### src/rtl/id_ex_pipeline_reg_if.sv
// ID-side payload into the ID/EX register and the registered EX-side payload out of it.
// The master drives the decoded instruction plus flush/ext_stall; the slave returns id_ex_*, hazard_stall and bubble_count.
interface id_ex_pipeline_reg_if #(
    parameter int XLEN     = 32,
    parameter int ALU_OP_W = 4,
    parameter int CNT_W    = 16
);
    logic                id_valid;
    logic [XLEN-1:0]     id_pc;
    logic [XLEN-1:0]     id_rs1_data;
    logic [XLEN-1:0]     id_rs2_data;
    logic [XLEN-1:0]     id_imm;
    logic [4:0]          id_rs1_addr;
    logic [4:0]          id_rs2_addr;
    logic [4:0]          id_rd_addr;
    logic                id_uses_rs1;
    logic                id_uses_rs2;
    logic                id_reg_write;
    logic                id_mem_read;
    logic                id_mem_write;
    logic                id_mem_to_reg;
    logic                id_alu_src;
    logic                id_branch;
    logic                id_jump;
    logic [ALU_OP_W-1:0] id_alu_op;
    logic                flush;
    logic                ext_stall;

    logic                id_ex_valid;
    logic [XLEN-1:0]     id_ex_pc;
    logic [XLEN-1:0]     id_ex_rs1_data;
    logic [XLEN-1:0]     id_ex_rs2_data;
    logic [XLEN-1:0]     id_ex_imm;
    logic [4:0]          id_ex_rs1_addr;
    logic [4:0]          id_ex_rs2_addr;
    logic [4:0]          id_ex_rd_addr;
    logic                id_ex_reg_write;
    logic                id_ex_mem_read;
    logic                id_ex_mem_write;
    logic                id_ex_mem_to_reg;
    logic                id_ex_alu_src;
    logic                id_ex_branch;
    logic                id_ex_jump;
    logic [ALU_OP_W-1:0] id_ex_alu_op;
    logic                hazard_stall;
    logic [CNT_W-1:0]    bubble_count;

    modport master (
        output id_valid, id_pc, id_rs1_data, id_rs2_data, id_imm,
               id_rs1_addr, id_rs2_addr, id_rd_addr, id_uses_rs1, id_uses_rs2,
               id_reg_write, id_mem_read, id_mem_write, id_mem_to_reg,
               id_alu_src, id_branch, id_jump, id_alu_op, flush, ext_stall,
        input  id_ex_valid, id_ex_pc, id_ex_rs1_data, id_ex_rs2_data, id_ex_imm,
               id_ex_rs1_addr, id_ex_rs2_addr, id_ex_rd_addr,
               id_ex_reg_write, id_ex_mem_read, id_ex_mem_write, id_ex_mem_to_reg,
               id_ex_alu_src, id_ex_branch, id_ex_jump, id_ex_alu_op,
               hazard_stall, bubble_count
    );

    modport slave (
        input  id_valid, id_pc, id_rs1_data, id_rs2_data, id_imm,
               id_rs1_addr, id_rs2_addr, id_rd_addr, id_uses_rs1, id_uses_rs2,
               id_reg_write, id_mem_read, id_mem_write, id_mem_to_reg,
               id_alu_src, id_branch, id_jump, id_alu_op, flush, ext_stall,
        output id_ex_valid, id_ex_pc, id_ex_rs1_data, id_ex_rs2_data, id_ex_imm,
               id_ex_rs1_addr, id_ex_rs2_addr, id_ex_rd_addr,
               id_ex_reg_write, id_ex_mem_read, id_ex_mem_write, id_ex_mem_to_reg,
               id_ex_alu_src, id_ex_branch, id_ex_jump, id_ex_alu_op,
               hazard_stall, bubble_count
    );
endinterface

### src/rtl/id_ex_pipeline_reg.sv
// ID/EX register with load-use detection; ID payload appears on id_ex_* one cycle after capture.
// flush loads a bubble, ext_stall freezes everything, a load-use hit loads a counted bubble and raises hazard_stall.
module id_ex_pipeline_reg #(
    parameter int XLEN     = 32,
    parameter int ALU_OP_W = 4,
    parameter int CNT_W    = 16
) (
    input logic                clk,
    input logic                rst_n,
    id_ex_pipeline_reg_if.slave bus
);

    typedef struct packed {
        logic                valid;
        logic [XLEN-1:0]     pc;
        logic [XLEN-1:0]     rs1_data;
        logic [XLEN-1:0]     rs2_data;
        logic [XLEN-1:0]     imm;
        logic [4:0]          rs1_addr;
        logic [4:0]          rs2_addr;
        logic [4:0]          rd_addr;
        logic                reg_write;
        logic                mem_read;
        logic                mem_write;
        logic                mem_to_reg;
        logic                alu_src;
        logic                branch;
        logic                jump;
        logic [ALU_OP_W-1:0] alu_op;
    } stage_t;

    stage_t           id_stage;
    stage_t           ex_q;
    logic [CNT_W-1:0] bubble_cnt_q;
    logic             rs1_hit;
    logic             rs2_hit;
    logic             load_use;

    // An invalid ID slot is captured as an all-zero bubble so forwarding never matches it.
    always_comb begin
        id_stage = '0;
        if (bus.id_valid) begin
            id_stage.valid      = 1'b1;
            id_stage.pc         = bus.id_pc;
            id_stage.rs1_data   = bus.id_rs1_data;
            id_stage.rs2_data   = bus.id_rs2_data;
            id_stage.imm        = bus.id_imm;
            id_stage.rs1_addr   = bus.id_rs1_addr;
            id_stage.rs2_addr   = bus.id_rs2_addr;
            id_stage.rd_addr    = bus.id_rd_addr;
            id_stage.reg_write  = bus.id_reg_write;
            id_stage.mem_read   = bus.id_mem_read;
            id_stage.mem_write  = bus.id_mem_write;
            id_stage.mem_to_reg = bus.id_mem_to_reg;
            id_stage.alu_src    = bus.id_alu_src;
            id_stage.branch     = bus.id_branch;
            id_stage.jump       = bus.id_jump;
            id_stage.alu_op     = bus.id_alu_op;
        end
    end

    assign rs1_hit  = bus.id_uses_rs1 && (bus.id_rs1_addr == ex_q.rd_addr);
    assign rs2_hit  = bus.id_uses_rs2 && (bus.id_rs2_addr == ex_q.rd_addr);
    assign load_use = bus.id_valid && ex_q.valid && ex_q.mem_read &&
                      (ex_q.rd_addr != 5'd0) && (rs1_hit || rs2_hit);

    // Upstream already holds on ext_stall, and a flushed ID instruction is dead, so neither needs hazard_stall.
    assign bus.hazard_stall = load_use && !bus.flush && !bus.ext_stall;

    always_ff @(posedge clk or negedge rst_n) begin
        if (!rst_n) begin
            ex_q         <= '0;
            bubble_cnt_q <= '0;
        end else if (bus.flush) begin
            ex_q <= '0;
        end else if (bus.ext_stall) begin
            ex_q         <= ex_q;
            bubble_cnt_q <= bubble_cnt_q;
        end else if (load_use) begin
            ex_q <= '0;
            if (bubble_cnt_q != {CNT_W{1'b1}}) begin
                bubble_cnt_q <= bubble_cnt_q + 1'b1;
            end
        end else begin
            ex_q <= id_stage;
        end
    end

    assign bus.id_ex_valid      = ex_q.valid;
    assign bus.id_ex_pc         = ex_q.pc;
    assign bus.id_ex_rs1_data   = ex_q.rs1_data;
    assign bus.id_ex_rs2_data   = ex_q.rs2_data;
    assign bus.id_ex_imm        = ex_q.imm;
    assign bus.id_ex_rs1_addr   = ex_q.rs1_addr;
    assign bus.id_ex_rs2_addr   = ex_q.rs2_addr;
    assign bus.id_ex_rd_addr    = ex_q.rd_addr;
    assign bus.id_ex_reg_write  = ex_q.reg_write;
    assign bus.id_ex_mem_read   = ex_q.mem_read;
    assign bus.id_ex_mem_write  = ex_q.mem_write;
    assign bus.id_ex_mem_to_reg = ex_q.mem_to_reg;
    assign bus.id_ex_alu_src    = ex_q.alu_src;
    assign bus.id_ex_branch     = ex_q.branch;
    assign bus.id_ex_jump       = ex_q.jump;
    assign bus.id_ex_alu_op     = ex_q.alu_op;
    assign bus.bubble_count     = bubble_cnt_q;

endmodule

### src/flat_wrapper.sv
// flat-port wrapper written by rule: the top's interface ports become plain ports
module id_ex_pipeline_reg_flat 
#(
    parameter int XLEN     = 32,
    parameter int ALU_OP_W = 4,
    parameter int CNT_W    = 16
)
  (clk, rst_n, bus_id_valid, bus_id_pc, bus_id_rs1_data, bus_id_rs2_data, bus_id_imm, bus_id_rs1_addr, bus_id_rs2_addr, bus_id_rd_addr, bus_id_uses_rs1, bus_id_uses_rs2, bus_id_reg_write, bus_id_mem_read, bus_id_mem_write, bus_id_mem_to_reg, bus_id_alu_src, bus_id_branch, bus_id_jump, bus_id_alu_op, bus_flush, bus_ext_stall, bus_id_ex_valid, bus_id_ex_pc, bus_id_ex_rs1_data, bus_id_ex_rs2_data, bus_id_ex_imm, bus_id_ex_rs1_addr, bus_id_ex_rs2_addr, bus_id_ex_rd_addr, bus_id_ex_reg_write, bus_id_ex_mem_read, bus_id_ex_mem_write, bus_id_ex_mem_to_reg, bus_id_ex_alu_src, bus_id_ex_branch, bus_id_ex_jump, bus_id_ex_alu_op, bus_hazard_stall, bus_bubble_count);
  id_ex_pipeline_reg_if #(.XLEN(XLEN), .ALU_OP_W(ALU_OP_W), .CNT_W(CNT_W)) bus_i ();
  input logic clk;
  input logic rst_n;
  input wire logic [$bits(bus_i.id_valid)-1:0] bus_id_valid;
  input wire logic [$bits(bus_i.id_pc)-1:0] bus_id_pc;
  input wire logic [$bits(bus_i.id_rs1_data)-1:0] bus_id_rs1_data;
  input wire logic [$bits(bus_i.id_rs2_data)-1:0] bus_id_rs2_data;
  input wire logic [$bits(bus_i.id_imm)-1:0] bus_id_imm;
  input wire logic [$bits(bus_i.id_rs1_addr)-1:0] bus_id_rs1_addr;
  input wire logic [$bits(bus_i.id_rs2_addr)-1:0] bus_id_rs2_addr;
  input wire logic [$bits(bus_i.id_rd_addr)-1:0] bus_id_rd_addr;
  input wire logic [$bits(bus_i.id_uses_rs1)-1:0] bus_id_uses_rs1;
  input wire logic [$bits(bus_i.id_uses_rs2)-1:0] bus_id_uses_rs2;
  input wire logic [$bits(bus_i.id_reg_write)-1:0] bus_id_reg_write;
  input wire logic [$bits(bus_i.id_mem_read)-1:0] bus_id_mem_read;
  input wire logic [$bits(bus_i.id_mem_write)-1:0] bus_id_mem_write;
  input wire logic [$bits(bus_i.id_mem_to_reg)-1:0] bus_id_mem_to_reg;
  input wire logic [$bits(bus_i.id_alu_src)-1:0] bus_id_alu_src;
  input wire logic [$bits(bus_i.id_branch)-1:0] bus_id_branch;
  input wire logic [$bits(bus_i.id_jump)-1:0] bus_id_jump;
  input wire logic [$bits(bus_i.id_alu_op)-1:0] bus_id_alu_op;
  input wire logic [$bits(bus_i.flush)-1:0] bus_flush;
  input wire logic [$bits(bus_i.ext_stall)-1:0] bus_ext_stall;
  output wire logic [$bits(bus_i.id_ex_valid)-1:0] bus_id_ex_valid;
  output wire logic [$bits(bus_i.id_ex_pc)-1:0] bus_id_ex_pc;
  output wire logic [$bits(bus_i.id_ex_rs1_data)-1:0] bus_id_ex_rs1_data;
  output wire logic [$bits(bus_i.id_ex_rs2_data)-1:0] bus_id_ex_rs2_data;
  output wire logic [$bits(bus_i.id_ex_imm)-1:0] bus_id_ex_imm;
  output wire logic [$bits(bus_i.id_ex_rs1_addr)-1:0] bus_id_ex_rs1_addr;
  output wire logic [$bits(bus_i.id_ex_rs2_addr)-1:0] bus_id_ex_rs2_addr;
  output wire logic [$bits(bus_i.id_ex_rd_addr)-1:0] bus_id_ex_rd_addr;
  output wire logic [$bits(bus_i.id_ex_reg_write)-1:0] bus_id_ex_reg_write;
  output wire logic [$bits(bus_i.id_ex_mem_read)-1:0] bus_id_ex_mem_read;
  output wire logic [$bits(bus_i.id_ex_mem_write)-1:0] bus_id_ex_mem_write;
  output wire logic [$bits(bus_i.id_ex_mem_to_reg)-1:0] bus_id_ex_mem_to_reg;
  output wire logic [$bits(bus_i.id_ex_alu_src)-1:0] bus_id_ex_alu_src;
  output wire logic [$bits(bus_i.id_ex_branch)-1:0] bus_id_ex_branch;
  output wire logic [$bits(bus_i.id_ex_jump)-1:0] bus_id_ex_jump;
  output wire logic [$bits(bus_i.id_ex_alu_op)-1:0] bus_id_ex_alu_op;
  output wire logic [$bits(bus_i.hazard_stall)-1:0] bus_hazard_stall;
  output wire logic [$bits(bus_i.bubble_count)-1:0] bus_bubble_count;
  assign bus_i.id_valid = bus_id_valid;
  assign bus_i.id_pc = bus_id_pc;
  assign bus_i.id_rs1_data = bus_id_rs1_data;
  assign bus_i.id_rs2_data = bus_id_rs2_data;
  assign bus_i.id_imm = bus_id_imm;
  assign bus_i.id_rs1_addr = bus_id_rs1_addr;
  assign bus_i.id_rs2_addr = bus_id_rs2_addr;
  assign bus_i.id_rd_addr = bus_id_rd_addr;
  assign bus_i.id_uses_rs1 = bus_id_uses_rs1;
  assign bus_i.id_uses_rs2 = bus_id_uses_rs2;
  assign bus_i.id_reg_write = bus_id_reg_write;
  assign bus_i.id_mem_read = bus_id_mem_read;
  assign bus_i.id_mem_write = bus_id_mem_write;
  assign bus_i.id_mem_to_reg = bus_id_mem_to_reg;
  assign bus_i.id_alu_src = bus_id_alu_src;
  assign bus_i.id_branch = bus_id_branch;
  assign bus_i.id_jump = bus_id_jump;
  assign bus_i.id_alu_op = bus_id_alu_op;
  assign bus_i.flush = bus_flush;
  assign bus_i.ext_stall = bus_ext_stall;
  assign bus_id_ex_valid = bus_i.id_ex_valid;
  assign bus_id_ex_pc = bus_i.id_ex_pc;
  assign bus_id_ex_rs1_data = bus_i.id_ex_rs1_data;
  assign bus_id_ex_rs2_data = bus_i.id_ex_rs2_data;
  assign bus_id_ex_imm = bus_i.id_ex_imm;
  assign bus_id_ex_rs1_addr = bus_i.id_ex_rs1_addr;
  assign bus_id_ex_rs2_addr = bus_i.id_ex_rs2_addr;
  assign bus_id_ex_rd_addr = bus_i.id_ex_rd_addr;
  assign bus_id_ex_reg_write = bus_i.id_ex_reg_write;
  assign bus_id_ex_mem_read = bus_i.id_ex_mem_read;
  assign bus_id_ex_mem_write = bus_i.id_ex_mem_write;
  assign bus_id_ex_mem_to_reg = bus_i.id_ex_mem_to_reg;
  assign bus_id_ex_alu_src = bus_i.id_ex_alu_src;
  assign bus_id_ex_branch = bus_i.id_ex_branch;
  assign bus_id_ex_jump = bus_i.id_ex_jump;
  assign bus_id_ex_alu_op = bus_i.id_ex_alu_op;
  assign bus_hazard_stall = bus_i.hazard_stall;
  assign bus_bubble_count = bus_i.bubble_count;
  id_ex_pipeline_reg #(.XLEN(XLEN), .ALU_OP_W(ALU_OP_W), .CNT_W(CNT_W)) u_core (.clk(clk), .rst_n(rst_n), .bus(bus_i));
endmodule
### config.mk
export PLATFORM = sky130hd
export DESIGN_NAME = id_ex_pipeline_reg_flat
export DESIGN_NICKNAME = d
export VERILOG_FILES = /design/src/rtl/id_ex_pipeline_reg_if.sv /design/src/rtl/id_ex_pipeline_reg.sv /design/src/flat_wrapper.sv
export SDC_FILE = /design/constraint.sdc
export NUM_CORES = 1
export LEC_CHECK = 0
export CORE_MARGIN = 5
export CORE_UTILIZATION = 43
export DETAILED_ROUTE_END_ITERATION = 12
export PLACE_DENSITY = 0.84
export SETUP_SLACK_MARGIN = 0.02
export SLEW_MARGIN = 20
export SYNTH_ARGS = -nofsm -noshare
export SYNTH_HDL_FRONTEND = slang
export SYNTH_SLANG_ARGS = --single-unit
### constraint.sdc
create_clock -name clk -period 4.8 [get_ports clk]
set_input_delay 0.48 -clock clk [delete_from_list [all_inputs] [get_ports clk]]
set_output_delay 0.48 -clock clk [all_outputs]
set_load 0.005 [all_outputs]
# Word level (Yosys, flattened, before mapping)

Cells that the tools add are included.

Register bits after elaboration: 171
Bits of input ports: 161
Output and inout bits: 172

$add $sub $neg: 1
Equality and inequality tests: 4
Muxes and demuxes: 4
Bitwise operators: 2
Reductions and logical operators: 13

Operator list:

| operator                                                         | number |
|---|---|
| 155-bit 2-to-1 mux                                               | 4 |
| 16-bit by 1-bit adder with 16-bit output (second input constant) | 1 |
| 16-bit != test (second input constant)                           | 1 |
| 5-bit equality test                                              | 2 |
| 1-bit logical AND                                                | 8 |
| 5-bit nonzero test                                               | 1 |
| 4-bit AND reduction                                              | 1 |
| 1-bit logical NOT                                                | 2 |
| 2-bit != test (second input constant)                            | 1 |
| 1-bit NOT                                                        | 2 |
| 1-bit logical OR                                                 | 1 |

# Longest topological paths before layout

Gate-level depths: netlist (run 1).

Depth after elaboration: 7
Depth in mapped cells: 7

# Worst setup path after synthesis (run 1)

OpenSTA, ideal clock, no wires.

Path type: input to output
From: input port bus_id_rs1_addr[1]
To: output port bus_hazard_stall
Data arrival time: 1.563 ns
Slack: 2.757 ns
Stages on the path: 5
Cell sequence: xnor2_1 -> nand4_1 -> o22ai_2 -> clkbuf_1 -> and3_2

Longest elaborated chain between the ends: 6

RTL lines:

| what                           | RTL line                 | RTL |
|---|---|---|
| start: declaration             | flat_wrapper.sv:17       | `input wire logic [$bits(bus_i.id_rs1_addr)-1:0] bus_id_rs1_addr;` |
| 5-bit equality test            | id_ex_pipeline_reg.sv:62 | `assign rs1_hit = bus.id_uses_rs1 && (bus.id_rs1_addr == ex_q.rd_addr);` |
| 1-bit logical AND              | id_ex_pipeline_reg.sv:62 |  |
| 1-bit logical OR               | id_ex_pipeline_reg.sv:65 | `(ex_q.rd_addr != 5'd0) && (rs1_hit \|\| rs2_hit);` |
| 1-bit logical AND              | id_ex_pipeline_reg.sv:65 |  |
| 1-bit logical AND (2 in a row) | id_ex_pipeline_reg.sv:68 | `assign bus.hazard_stall = load_use && !bus.flush && !bus.ext_stall;` |
| end: declaration               | flat_wrapper.sv:48       | `output wire logic [$bits(bus_i.hazard_stall)-1:0] bus_hazard_stall;` |

Every way passes these cells.

# Worst setup path after layout (run 1)

From: input port bus_id_rs1_addr[4]
To: output port bus_hazard_stall

The elaborated chain is that of the path after synthesis.

==> flow_summary.yaml, run 1 <==
synth:
  synth_largest_area_cell: "sky130_fd_sc_hd__dfrtp_1"
  netlist_instances: 447
  ys.warnings.count: 0
  postSynth.asyncResetShare_pct: 100
  synth.distinct_cells: 34
  post_synthesis_instance_area_um2: 6680
  synthTopCellsByArea: "sky130_fd_sc_hd__dfrtp_1 64%, sky130_fd_sc_hd__a22o_1 16%, sky130_fd_sc_hd__a22o_2 4.8%"
  yosys_most_used_dff: "sky130_fd_sc_hd__dfrtp_1"
  synth_enable_flop_cells: 0
  postSynthNetCount: 609
  synth.top_cell.area_share_pct: 64.0
  number_of_flip_flops_and_latches_in_the_synthesized_netlist: 171
  synthesis.area_per_instance_um2: 14.9
  yosysSeqAreaShare_pct: 64.0
clock_network:
  clk_transition_reported_paths_ns: 0.07
  cts_buf_count: 17
  cts_hold_repair.buffers: 0
  htree_num_levels: 4
  postCtsSetupRepairBufs: 0
  cts_tree: "done"
  clock_sink_count: 171
  clock_tree.root_cell: "sky130_fd_sc_hd__clkbuf_16"
  cts.repair.resized: 0
  ctsLongestPathBuffers: 2
  insertion_delay_ns: 0.42
timing:
  fin_skew_ns: 0.0102
  period_share_pct: 68.4
  totalNegativeSetupSlack_ns: 0
  fin_hold_ws_ns: 0.0794
  maxSlewHeadroom_pct: 32.5
  setup_viol_count_final: 0
  worst_pin_slew_ns: 1.01
  layout_min_cycle_time_ns: 3.28
  achievable-frequency_ghz: 0.304
  drv_slew: 0
  rsz_0062_raised_after_global_routing: "no"
  final_hold_viol_count: 0
global_route:
  grt_pass1_vias: 5691
  global_route.overflow_total: 0
  met2_usage_pct: 38.1
  initial_antenna_violation_count: 0
  wire_length_of_the_first_global_routing_pass_um: 32200
  global_route.usage.met1_pct: 27.7
  met3_usage_pct: 6.48
  top_usage_layer: "met2"
  grtUsageTotal_pct: 22.6
  grt_max_degree: 99
setup_path:
  critical_path.reg2reg.startpoint: "u_core.bus.id_ex_rd_addr[1]$_DFFE_PN0P_"
  cp-end-kind: "primary output"
  critical_path_required_ns: 4.32
  cp_top_family: "buffers and inverters"
  worst_path_max_delay_cell: "sky130_fd_sc_hd__o22ai_2"
  critPathMaxFanout: 17
  critPathMostFrequentCell: "sky130_fd_sc_hd__clkdlybuf4s50_1"
  critPathKind: "in2out"
  number_of_buffer_and_inverter_instances_along_the_worst_setup_path: 2
  cp_startpoint_kind: "input port"
  reg2reg_setup_slack_ns: 1.77
  critical_path.reg2reg.endpoint: "u_core.bus.id_ex_rs1_data[18]$_DFFE_PN0P_"
  worstPathCellList: "clkdlybuf4s50_1 -> xnor2_1 -> nand4_1 -> o22ai_2 -> and3_2 -> clkdlybuf4s50_1"
  worst_ep_arrival_time_ns: 2.80
  critPathMaxStageDelay_ns: 0.65
  r2r_cells: 6
floorplanning:
  full_die_area_um2: 18100
  floorplan.io_pins: 333
  initial_utilization_pct: 44.0
  row_count: 45
  core_area_um2: 15200
  dieWidth_um: 135
  die-height_um: 135
pwr:
  ir_drop_uv: 217
  design_power_total_mw: 3.34
  power.density_nw_per_um2: 317
  power_leakage_nw: 4.63
run_status:
  status: "finished, final reports clean"
final_layout:
  ff_latch_area_um2: 4280
  most_frequent_cells_in_the_layout: "331 x sky130_fd_sc_hd__clkdlybuf4s50_1, 171 x sky130_fd_sc_hd__dfrtp_1, 122 x sky130_fd_sc_hd__a22o_1"
  antenna-diode-count: 0
  finalNetCount: 932
  nFillCells: 1045
  most_common_cell_after_layout_fill_and_taps_aside: "sky130_fd_sc_hd__clkdlybuf4s50_1"
  post_layout_nonfiller_instances: 971
  multiInputGateArea_um2: 2000
  final_standard_cell_area_without_fillers_um2: 10500
  areaGrowthSynthToFinish_pct: 57.7
  post_route_cells_drive_above_1_share_pct: 10.5
detailed_routing:
  drt_antenna_net_count: 0
  detail_route.wl_per_cell_um: 21.1
  post-route-drc-count: 0
  vias_after_detailed_routing: 5283
  firstDrtPassIters: 6
  drt_wl_total_um: 20500
  dr.first_iter.drc_count: 317
  detail_route.vias_per_cell: 5.44
placed_design:
  io_buffer_count: 332
  postPlaceCellArea_um2: 9910
  gp_routability_congestion: 0.821
  place_hpwl_um: 14900
  cell_total_after_placement: 939
worst_hold_path:
  hold_wc_path_type: "in2async"
job:
  maxCapViolations: 0
Yosys cell counts (2+ instances only):
cell type / n
sky130_fd_sc_hd__a22o_1: 122
sky130_fd_sc_hd__a22o_2: 32
sky130_fd_sc_hd__and3_1: 5
sky130_fd_sc_hd__buf_12: 16
sky130_fd_sc_hd__clkbuf_1: 18
sky130_fd_sc_hd__dfrtp_1: 171
sky130_fd_sc_hd__nand2_1: 7
sky130_fd_sc_hd__nand3_1: 14
sky130_fd_sc_hd__nand4_1: 8
sky130_fd_sc_hd__nor2_1: 3
sky130_fd_sc_hd__nor3_1: 4
sky130_fd_sc_hd__nor4_1: 2
sky130_fd_sc_hd__xnor2_1: 24
layout make-up:
class / count / area share [%]
clock buffer: 18 / 4.17
clock inverter: 14 / 1.73
inverter: 2 / 0.0713
multi-input combinational: 239 / 19.0
sequential: 171 / 40.6
tap: 188 / 2.23
timing repair buffer: 339 / 32.2
layer usage:
metal,part of all wire [%],vias to the layer above
met5,0,-
met4,2.7,0
met3,7.3,40
met2,50,247
met1,40,2647
li1,-,2349
power by group:
part / internal, mW / switching [mW]
clock network: 0.845 / 0.592
logic: 0.242 / 0.139
registers: 1.49 / 0.0329
total: 2.58 / 0.764
worst max-delay path by stage:
| stage | start | end | slack [ns] | cells after the start |
|---|---|---|---|---|
| 4_1_cts | bus_id_rs1_addr[4] | bus_hazard_stall | 1.53 | 6 |
| 3_3_place_gp | bus_id_rs1_addr[4] | bus_hazard_stall | 1.51 | 6 |
| 3_5_place_dp | bus_id_rs1_addr[4] | bus_hazard_stall | 1.51 | 6 |
| 5_1_grt | bus_id_rs1_addr[4] | bus_hazard_stall | 1.39 | 6 |
| 6_report | bus_id_rs1_addr[4] | bus_hazard_stall | 1.52 | 6 |
| 2_1_floorplan | bus_id_rs1_addr[1] | bus_hazard_stall | 2.76 | 5 |
cells by family (layout without fill, tap and decap cells):
logic type,after synthesis,in the layout,synth area share (%)
compound gates,158,158,21.6
flops,171,171,64.0
simple gates,54,54,4.55
xor+xnor,24,24,3.15
buf+inv,37,373,6.09
fa+ha+maj,1,1,0.187
mux,2,2,0.337
metrics by stage:
step | setup slack (ns) | util, %
floorplan | 2.76 | -
global placement | 1.51 | 65.2
detailed placement | 1.51 | 65.2
CTS | 1.53 | 69.3
global route | 1.39 | 69.3
finish | 1.52 | 69.3
No activity file was read; power rests on OpenSTA's default activity.
==> run 2, diff against run 1 <==
--- a/config.mk
+++ b/config.mk
@@ -6,9 +6,9 @@
 export NUM_CORES = 1
 export LEC_CHECK = 0
 export CORE_MARGIN = 5
-export CORE_UTILIZATION = 43
+export CORE_UTILIZATION = 36
 export DETAILED_ROUTE_END_ITERATION = 12
-export PLACE_DENSITY = 0.84
+export PLACE_DENSITY = 0.75
 export SETUP_SLACK_MARGIN = 0.02
 export SLEW_MARGIN = 20
 export SYNTH_ARGS = -nofsm -noshare
==> constraint.sdc (replaced) <==
create_clock -name clk -period 2.7 [get_ports clk]
set_input_delay 0.27 -clock clk [delete_from_list [all_inputs] [get_ports clk]]
set_output_delay 0.27 -clock clk [all_outputs]
set_load 0.005 [all_outputs]
==> flow_summary.yaml, run 2 (synthesized netlist as in run 1, its figures left out) <==
global_route:
  wire_length_of_the_first_global_routing_pass_um: 32600
  initial_antenna_violation_count: 0
  global_route.overflow_total: 0
  grt_max_degree: 74
  grt_pass1_vias: 5608
  grtUsageTotal_pct: 19.1
floorplanning:
  floorplan.io_pins: 333
  die-height_um: 146
  row_count: 49
  dieWidth_um: 146
  initial_utilization_pct: 36.8
  core_area_um2: 18100
  full_die_area_um2: 21400
pwr:
  power.density_nw_per_um2: 549
  power_leakage_nw: 4.67
  ir_drop_uv: 392
  design_power_total_mw: 5.88
setup_path:
  critPathKind: "reg2reg"
  critical_path_required_ns: 3.05
  cp_startpoint_kind: "flop"
  cp-end-kind: "flop"
  worst_ep_arrival_time_ns: 2.89
  critPathMaxFanout: 54
timing:
  rsz_0062_raised_after_global_routing: "no"
  drv_slew: 0
  maxSlewHeadroom_pct: 48.3
  period_share_pct: 94.0
  totalNegativeSetupSlack_ns: 0
  worst_pin_slew_ns: 0.773
  achievable-frequency_ghz: 0.394
  setup_viol_count_final: 0
  fin_skew_ns: 0.00860
  final_hold_viol_count: 0
  layout_min_cycle_time_ns: 2.54
clock_network:
  clock_sink_count: 171
  cts_buf_count: 17
  ctsLongestPathBuffers: 2
  htree_num_levels: 4
  clock_tree.root_cell: "sky130_fd_sc_hd__clkbuf_16"
  clk_transition_reported_paths_ns: 0.07
  cts_tree: "done"
  insertion_delay_ns: 0.42
final_layout:
  finalNetCount: 940
  post_route_cells_drive_above_1_share_pct: 11.5
  antenna-diode-count: 0
  final_core_util_pct: 59.0
  areaGrowthSynthToFinish_pct: 60.2
  most_frequent_cells_in_the_layout: "330 x sky130_fd_sc_hd__clkdlybuf4s50_1, 170 x sky130_fd_sc_hd__dfrtp_1, 122 x sky130_fd_sc_hd__a22o_1"
  most_common_cell_after_layout_fill_and_taps_aside: "sky130_fd_sc_hd__clkdlybuf4s50_1"
run_status:
  status: "finished, final reports clean"
worst_hold_path:
  hold_wc_path_type: "in2async"
detailed_routing:
  drt_antenna_net_count: 0
  met2_length_um: 10400
  met3_wirelength_um: 1270
  firstDrtPassIters: 4
  detail_route.vias_per_cell: 5.13
  vias_after_detailed_routing: 5230
  drt-met1-wl_um: 8590
  drt_wl_total_um: 20900
  post-route-drc-count: 0
  top_layer_used: "met4"
  detail_route.wl_per_cell_um: 20.5
  dr.first_iter.drc_count: 213
placed_design:
  io_buffer_count: 332
  place_hpwl_um: 15400
  gp_routability_congestion: 0.859
job:
  maxCapViolations: 0
[run 2: layout make-up]
| class | instances | area [um2] |
|---|---|---|
| Clock buffer | 17 | 425 |
| Clock inverter | 15 | 174 |
| Fill cell | 1466 | 7450 |
| Inverter | 2 | 7.51 |
| Multi-Input combinational cell | 239 | 2010 |
| Sequential cell | 171 | 4280 |
| Tap cell | 229 | 287 |
| Timing Repair Buffer | 347 | 3510 |
[run 2: stage by stage]
step	setup slack, ns	area [um2]	std cells	hold slack [ns]
6_report	0.162	10700	1020	0.394
3_3_place_gp	0.170	10100	985	0.272
5_1_grt	0.0320	10700	1020	0.440
2_1_floorplan	0.699	6680	447	-0.0256
4_1_cts	0.152	10700	1020	0.401
3_5_place_dp	0.121	10100	985	0.284
[run 2: metal layers]
layer	track usage [%]	up-vias
met1	24.0	2588
met2	31.8	226
met5	0	-
met4	7.43	0
met3	4.87	39
li1	-	2377
[run 2: final timing paths]
| path | endpoint | start | slack (ns) | cells after the start |
|---|---|---|---|---|
| worst max register to register | u_core.bus.id_ex_imm[4]$_DFFE_PN0P_ | u_core.bus.id_ex_rd_addr[2]$_DFFE_PN0P_ | 0.16 | 6 |
| max in group asynchronous | u_core.bus.id_ex_imm[24]$_DFFE_PN0P_ | rst_n | 1.49 | 3 |
| worst min register to register | u_core.bus.id_ex_pc[13]$_DFFE_PN0P_ | u_core.bus.id_ex_pc[13]$_DFFE_PN0P_ | 0.50 | 1 |
| worst max-delay path | u_core.bus.id_ex_imm[4]$_DFFE_PN0P_ | u_core.bus.id_ex_rd_addr[2]$_DFFE_PN0P_ | 0.16 | 6 |
| min in group clk | u_core.bus.id_ex_mem_write$_DFFE_PN0P_ | bus_id_mem_write | 0.45 | 2 |
| worst min-delay path | u_core.bus.id_ex_alu_op[1]$_DFFE_PN0P_ | rst_n | 0.39 | 2 |
[run 2: worst max-delay path, cell delays in order, from the launching register on]
cell and delay (ns):
sky130_fd_sc_hd__dfrtp_2 0.44, sky130_fd_sc_hd__or4_4 0.55, sky130_fd_sc_hd__o211ai_4 0.22, sky130_fd_sc_hd__inv_2 0.08, sky130_fd_sc_hd__a21oi_4 0.63, sky130_fd_sc_hd__buf_12 0.32
sky130_fd_sc_hd__a22o_2 0.19
[run 2: power breakdown]
group	leakage (nW)	switching, mW	internal [mW]	total (mW)
Combinational	2.05	0.252	0.446	0.698
Clock	0.282	1.08	1.40	2.48
Sequential	2.34	0.0551	2.65	2.70
Total	4.67	1.39	4.49	5.88
[run 2: what timing repair did]
action,in CTS,in global routing
setup endpoints to repair,1,0
hold buffers,1,0
gates resized for setup,4,0
buffers inserted,2,0
hold endpoints to repair,57,0
==> RTL edit 1: new RTL, settings of run 1 <==
`ALU_OP_W` is set to 4 in 3 places; all go to 6.
--- a/src/rtl/id_ex_pipeline_reg_if.sv
+++ b/src/rtl/id_ex_pipeline_reg_if.sv
@@ -3,5 +3,5 @@
 interface id_ex_pipeline_reg_if #(
     parameter int XLEN     = 32,
-    parameter int ALU_OP_W = 4,
+    parameter int ALU_OP_W = 6,
     parameter int CNT_W    = 16
 );
--- a/src/rtl/id_ex_pipeline_reg.sv
+++ b/src/rtl/id_ex_pipeline_reg.sv
@@ -3,5 +3,5 @@
 module id_ex_pipeline_reg #(
     parameter int XLEN     = 32,
-    parameter int ALU_OP_W = 4,
+    parameter int ALU_OP_W = 6,
     parameter int CNT_W    = 16
 ) (
--- a/src/flat_wrapper.sv
+++ b/src/flat_wrapper.sv
@@ -3,5 +3,5 @@
 #(
     parameter int XLEN     = 32,
-    parameter int ALU_OP_W = 4,
+    parameter int ALU_OP_W = 6,
     parameter int CNT_W    = 16
 )
Interface: changed (resized bus_id_alu_op and bus_id_ex_alu_op); port bits go from 333 to 337. The function was not compared with the original's and may differ.
==> RTL edit 1 against run 1 <==
Area after synthesis shrank 1.7%. Sequential cell count increased by 2. Design area rose by 0.43%. Critical path depth decreased by 1. Worst setup slack better by 0.15 ns. Global-route usage increased by 0.35 points. Combinational power increased by 1%. Power down 0.91%. Routed wire length decreased by 0.28%. Largest cell class unchanged. Highest routed layer unchanged.
==> RTL edit 1: results (changes against run 1) <==
crit path DAT = 2.66 ns (-0.14 ns)
Post-DP HPWL = 14800 um (-0.47%)
CTS H-Tree Depth = 4 (unchanged)
syn nets = 617 (+1.3%)
synth cell count leaders = 173 x dfrtp_1, 156 x a22o_1, 18 x clkbuf_1, 18 x xnor2_1, 15 x buf_6
vias in the first global route = 5706 (+0.26%)
Synth area leaders = dfrtp_1 66%, a22o_1 21%, buf_6 2.6%
sequential share of the synthesized area = 0.659 (+0.0187)
worst r2r dst = u_core.bus.id_ex_rs1_data[9]
M1 GR Usage = 0.277 (-0.000583)
status = finished, final reports clean
critical path startpoint = u_core.bus.id_ex_rd_addr[1]
Root Buffer = clkbuf_16
Internal = 2.59 mW (+0.38%)
fraction of layout cells with a size suffix above 1 = 0.0508 (-0.0540)
Filler Cells Inserted = 1032 (-1.2%)
Synthesis Warnings = 0 (unchanged)
Diodes inserted = 0 (unchanged)
Wirelength per Cell = 21.0 um (-0.79%)
Nets = 939 (+0.75%)
global-route wire length before repair = 32000 um (-0.36%)
largest net degree at the start of global routing = 158 (+60%)
clock-pin slew on the worst setup and hold paths = 0.06 ns
clock latency at the later pin of the worst-skew pair = 0.42 ns (about the same)
Top delay family on crit path = simple AND/OR/NAND/NOR gates
Peak VDD IR = 0.240 mV (+11%)
placed cell areas = 9990 um2 (+0.73%)
worst reg2reg setup slack = 1.80 ns (+0.03 ns)
met3 Use GR = 0.0759 (+0.0111)
FFs w/ async S/R, synth = 1.00 (unchanged)
met3 wire len = 1550 um (+3.9%)
GRT Total Usage = 0.229 (+0.00347)
Pleak = 4.62 nW (about the same)
metal2 WL = 10200 um (-1.1%)
routed metal-1 wire length = 8040 um (-0.98%)
FF-to-FF path depth = 5 (-1)
Yosys cell types = 35 (+2.9%)
skew final = 0.0110 ns (+0.000814 ns)
GP Congestion = 0.832 (+1.3%)
Slew HR = 0.474 (+0.148)
M2 GR Usage = 0.380 (-0.000962)
crit-path max FO = 11 (-6)
Setup crit end = bus_hazard_stall
port bufs = 336 (+1.2%)
detailed-route via count = 5336 (+1.0%)
crit-path max cell delay = 0.60 ns (-0.05 ns)
Starting DRT DRC Count = 317 (unchanged)
drt pass-1 iters = 4 (-2)
Slowest cell on crit path = or4_1
## RTL edit 1: cell types whose count changed after synthesis, sizes merged, moves of 3 or more
cell and delta:
xor2 +5, nor3 -3, xnor2 -6, and3 -5, nand3 -4, nor4 +4, nor2 +4
## RTL edit 1: final cells by class
class / count / share of cell area
clock buffers: 23 / 0.0433
clock inverters: 9 / 0.0129
multi-input cells: 244 / 0.189
flip-flops and latches: 173 / 0.409
well taps: 188 / 0.0222
repair buffers: 339 / 0.324
## RTL edit 1: worst reg2reg max path: stages, from the launching register on
cell,delay (ns)
dfrtp_1,0.46
or4_1,0.60
o211ai_2,0.47
o21a_4,0.66
buf_12,0.49
a22o_1,0.26
## RTL edit 1: logic make-up (layout without fill, tap and decap cells)
logic type,count (synthesis),after routing,synth area share
flops,173,173,0.659
compound gates,163,163,0.218
simple gates,55,55,0.0478
buf+inv,36,371,0.0387
xor+xnor,23,23,0.0307
mux,2,2,0.00343
fa+ha+maj,1,1,0.00190
## RTL edit 1: stage by stage
stage | hold slack (ns) | cells | util | setup slack (ns)
floorplan | 0.184 | 453 | - | 2.87
global placement | 0.487 | 944 | 0.662 | 1.83
detailed placement | 0.490 | 944 | 0.662 | 1.72
CTS | 0.123 | 976 | 0.701 | 1.64
global route | 0.165 | 976 | 0.701 | 1.54
finish | 0.102 | 976 | 0.701 | 1.66
## RTL edit 1: power by group through the flow
stage	clock network (mW)	registers, mW	logic (mW)
6_report	1.38	1.54	0.385
3_5_place_dp	0	1.57	0.388
3_3_place_gp	0	1.57	0.379
2_1_floorplan	0	1.57	0.0948
4_1_cts	1.41	1.54	0.390
5_1_grt	1.48	1.55	0.413
==> RTL edit 2: new RTL, settings of run 1 <==
Without the edit above. Make the reset (`rst_n`) synchronous in one clocked block.
--- a/src/rtl/id_ex_pipeline_reg.sv
+++ b/src/rtl/id_ex_pipeline_reg.sv
@@ -68,5 +68,5 @@
     assign bus.hazard_stall = load_use && !bus.flush && !bus.ext_stall;
 
-    always_ff @(posedge clk or negedge rst_n) begin
+    always_ff @(posedge clk) begin
         if (!rst_n) begin
             ex_q         <= '0;
Behaviour: differs if rst_n is asserted again (counterexample within 4 cycles, from zero or initial values and one cycle with rst_n low); with rst_n held inactive, the same outputs for 4 cycles.
==> RTL edit 2 against run 1 <==
Synthesized cell count rose by 6.5%. Worst setup slack improved by 0.082 ns. Design area fell by 7.7%. Power shrank 4.4%. Combinational power fell by 30%. Routed wire length decreased by 2.8%. Sequential share of layout area is 5.4 points lower. Sequential cell count is the same. Register-to-register slack lost 0.17 ns. Worst hold slack improved by 0.40 ns. Area after synthesis fell by 14%. Critical path type is now reg2reg.
==> RTL edit 2: results (changes against run 1) <==
status = finished, final reports clean
Synth Area in Compound Gates = 0.269 (+0.0525)
critical path startpoint = u_core.bus.id_ex_rd_addr[2]
Wirelength per Cell = 20.4 um (-3.4%)
Synth top area share = 0.593 (-0.0470)
Placed Cells = 945 (+0.64%)
Starting DRT DRC Count = 268 (-15%)
Post-Place Setup Slack = 1.08 ns (-0.424 ns)
placed cell areas = 9080 um2 (-8.4%)
worst reg2reg setup slack = 1.60 ns (-0.17 ns)
synth cell count leaders = 171 x dfxtp_1, 154 x a22o_1, 22 x clkbuf_1
GRT Total Usage = 0.243 (+0.0176)
most common flop cell mapped by yosys = dfxtp_1
GP Congestion = 0.843 (+2.7%)
Filler Cells Inserted = 865 (-17%)
Synth area leaders = dfxtp_1 59%, a22o_1 23%, buf_6 2.0%
FFs w/ async S/R, synth = 0 (-1.00)
crit-path max FO = 113 (+96)
sequential share of the synthesized area = 0.593 (-0.0470)
Pleak = 3.58 nW (-23%)
largest net degree at the start of global routing = 114 (+15%)
crit path DAT = 3.56 ns (+0.76 ns)
post-synthesis adder-cell area fraction = 0.00217 (+0.000297)
global-route wire length before repair = 30500 um (-5.1%)
Yosys cell types = 36 (+5.9%)
final WL = 19900 um (-2.8%)
worst hold slack = 0.475 ns (+0.395 ns)
Seq. cell area = 3420 um2 (-20%)
Peak VDD IR = 0.235 mV (+8.2%)
Post-DP HPWL = 14400 um (-3.0%)
mux cell area share after synthesis = 0.00694 (+0.00357)
## RTL edit 2: changes by cell type after synthesis, sizes merged, moves of 3 or more
cell    delta
nand2      +4
nor3       -5
and4       +4
mux2i      +4
dfxtp    +171
dfrtp    -171
buf        +3
clkbuf     +4
nand3      -6
o31ai      +9
or4        +9
xnor2     -14
nand2b     +5
a21oi     +11
## RTL edit 2: critical path, cell delays in order (launching register included)
cell     delay (ns)
dfxtp_1        0.40
or4_4          0.56
nor2_1         0.10
nor2_1         0.08
a21oi_4        0.88
buf_6          0.73
a22o_1         0.28
## RTL edit 2: layer usage
metal | global-route usage | vias up | wire (um)
met2 | 0.417 | 255 | 9920
met5 | 0 | - | 0
met4 | 0.105 | 0 | 613
met3 | 0.0787 | 39 | 1580
met1 | 0.279 | 2497 | 7820
li1 | - | 2465 | -
## RTL edit 2: final cells by class
type | instances | area share
inverters | 1 | 0.000386
flip-flops and latches | 171 | 0.352
multi-input cells | 262 | 0.215
repair buffers | 335 | 0.344
clock inverters | 9 | 0.0166
well taps | 176 | 0.0226
clock buffers | 23 | 0.0492
## RTL edit 2: cells by family after synthesis
family	count (synthesis)
xor+xnor	10
flops	171
simple gates	63
compound gates	184
fa+ha+maj	1
mux	4
buf+inv	43
## RTL edit 2: report_power, final
group / switching, mW / leakage, nW / internal (mW) / total (mW)
combinational: 0.0822 / 1.90 / 0.185 / 0.268
clock: 0.546 / 0.304 / 0.916 / 1.46
sequential: 0.0175 / 1.38 / 1.45 / 1.46
total: 0.645 / 3.58 / 2.55 / 3.19
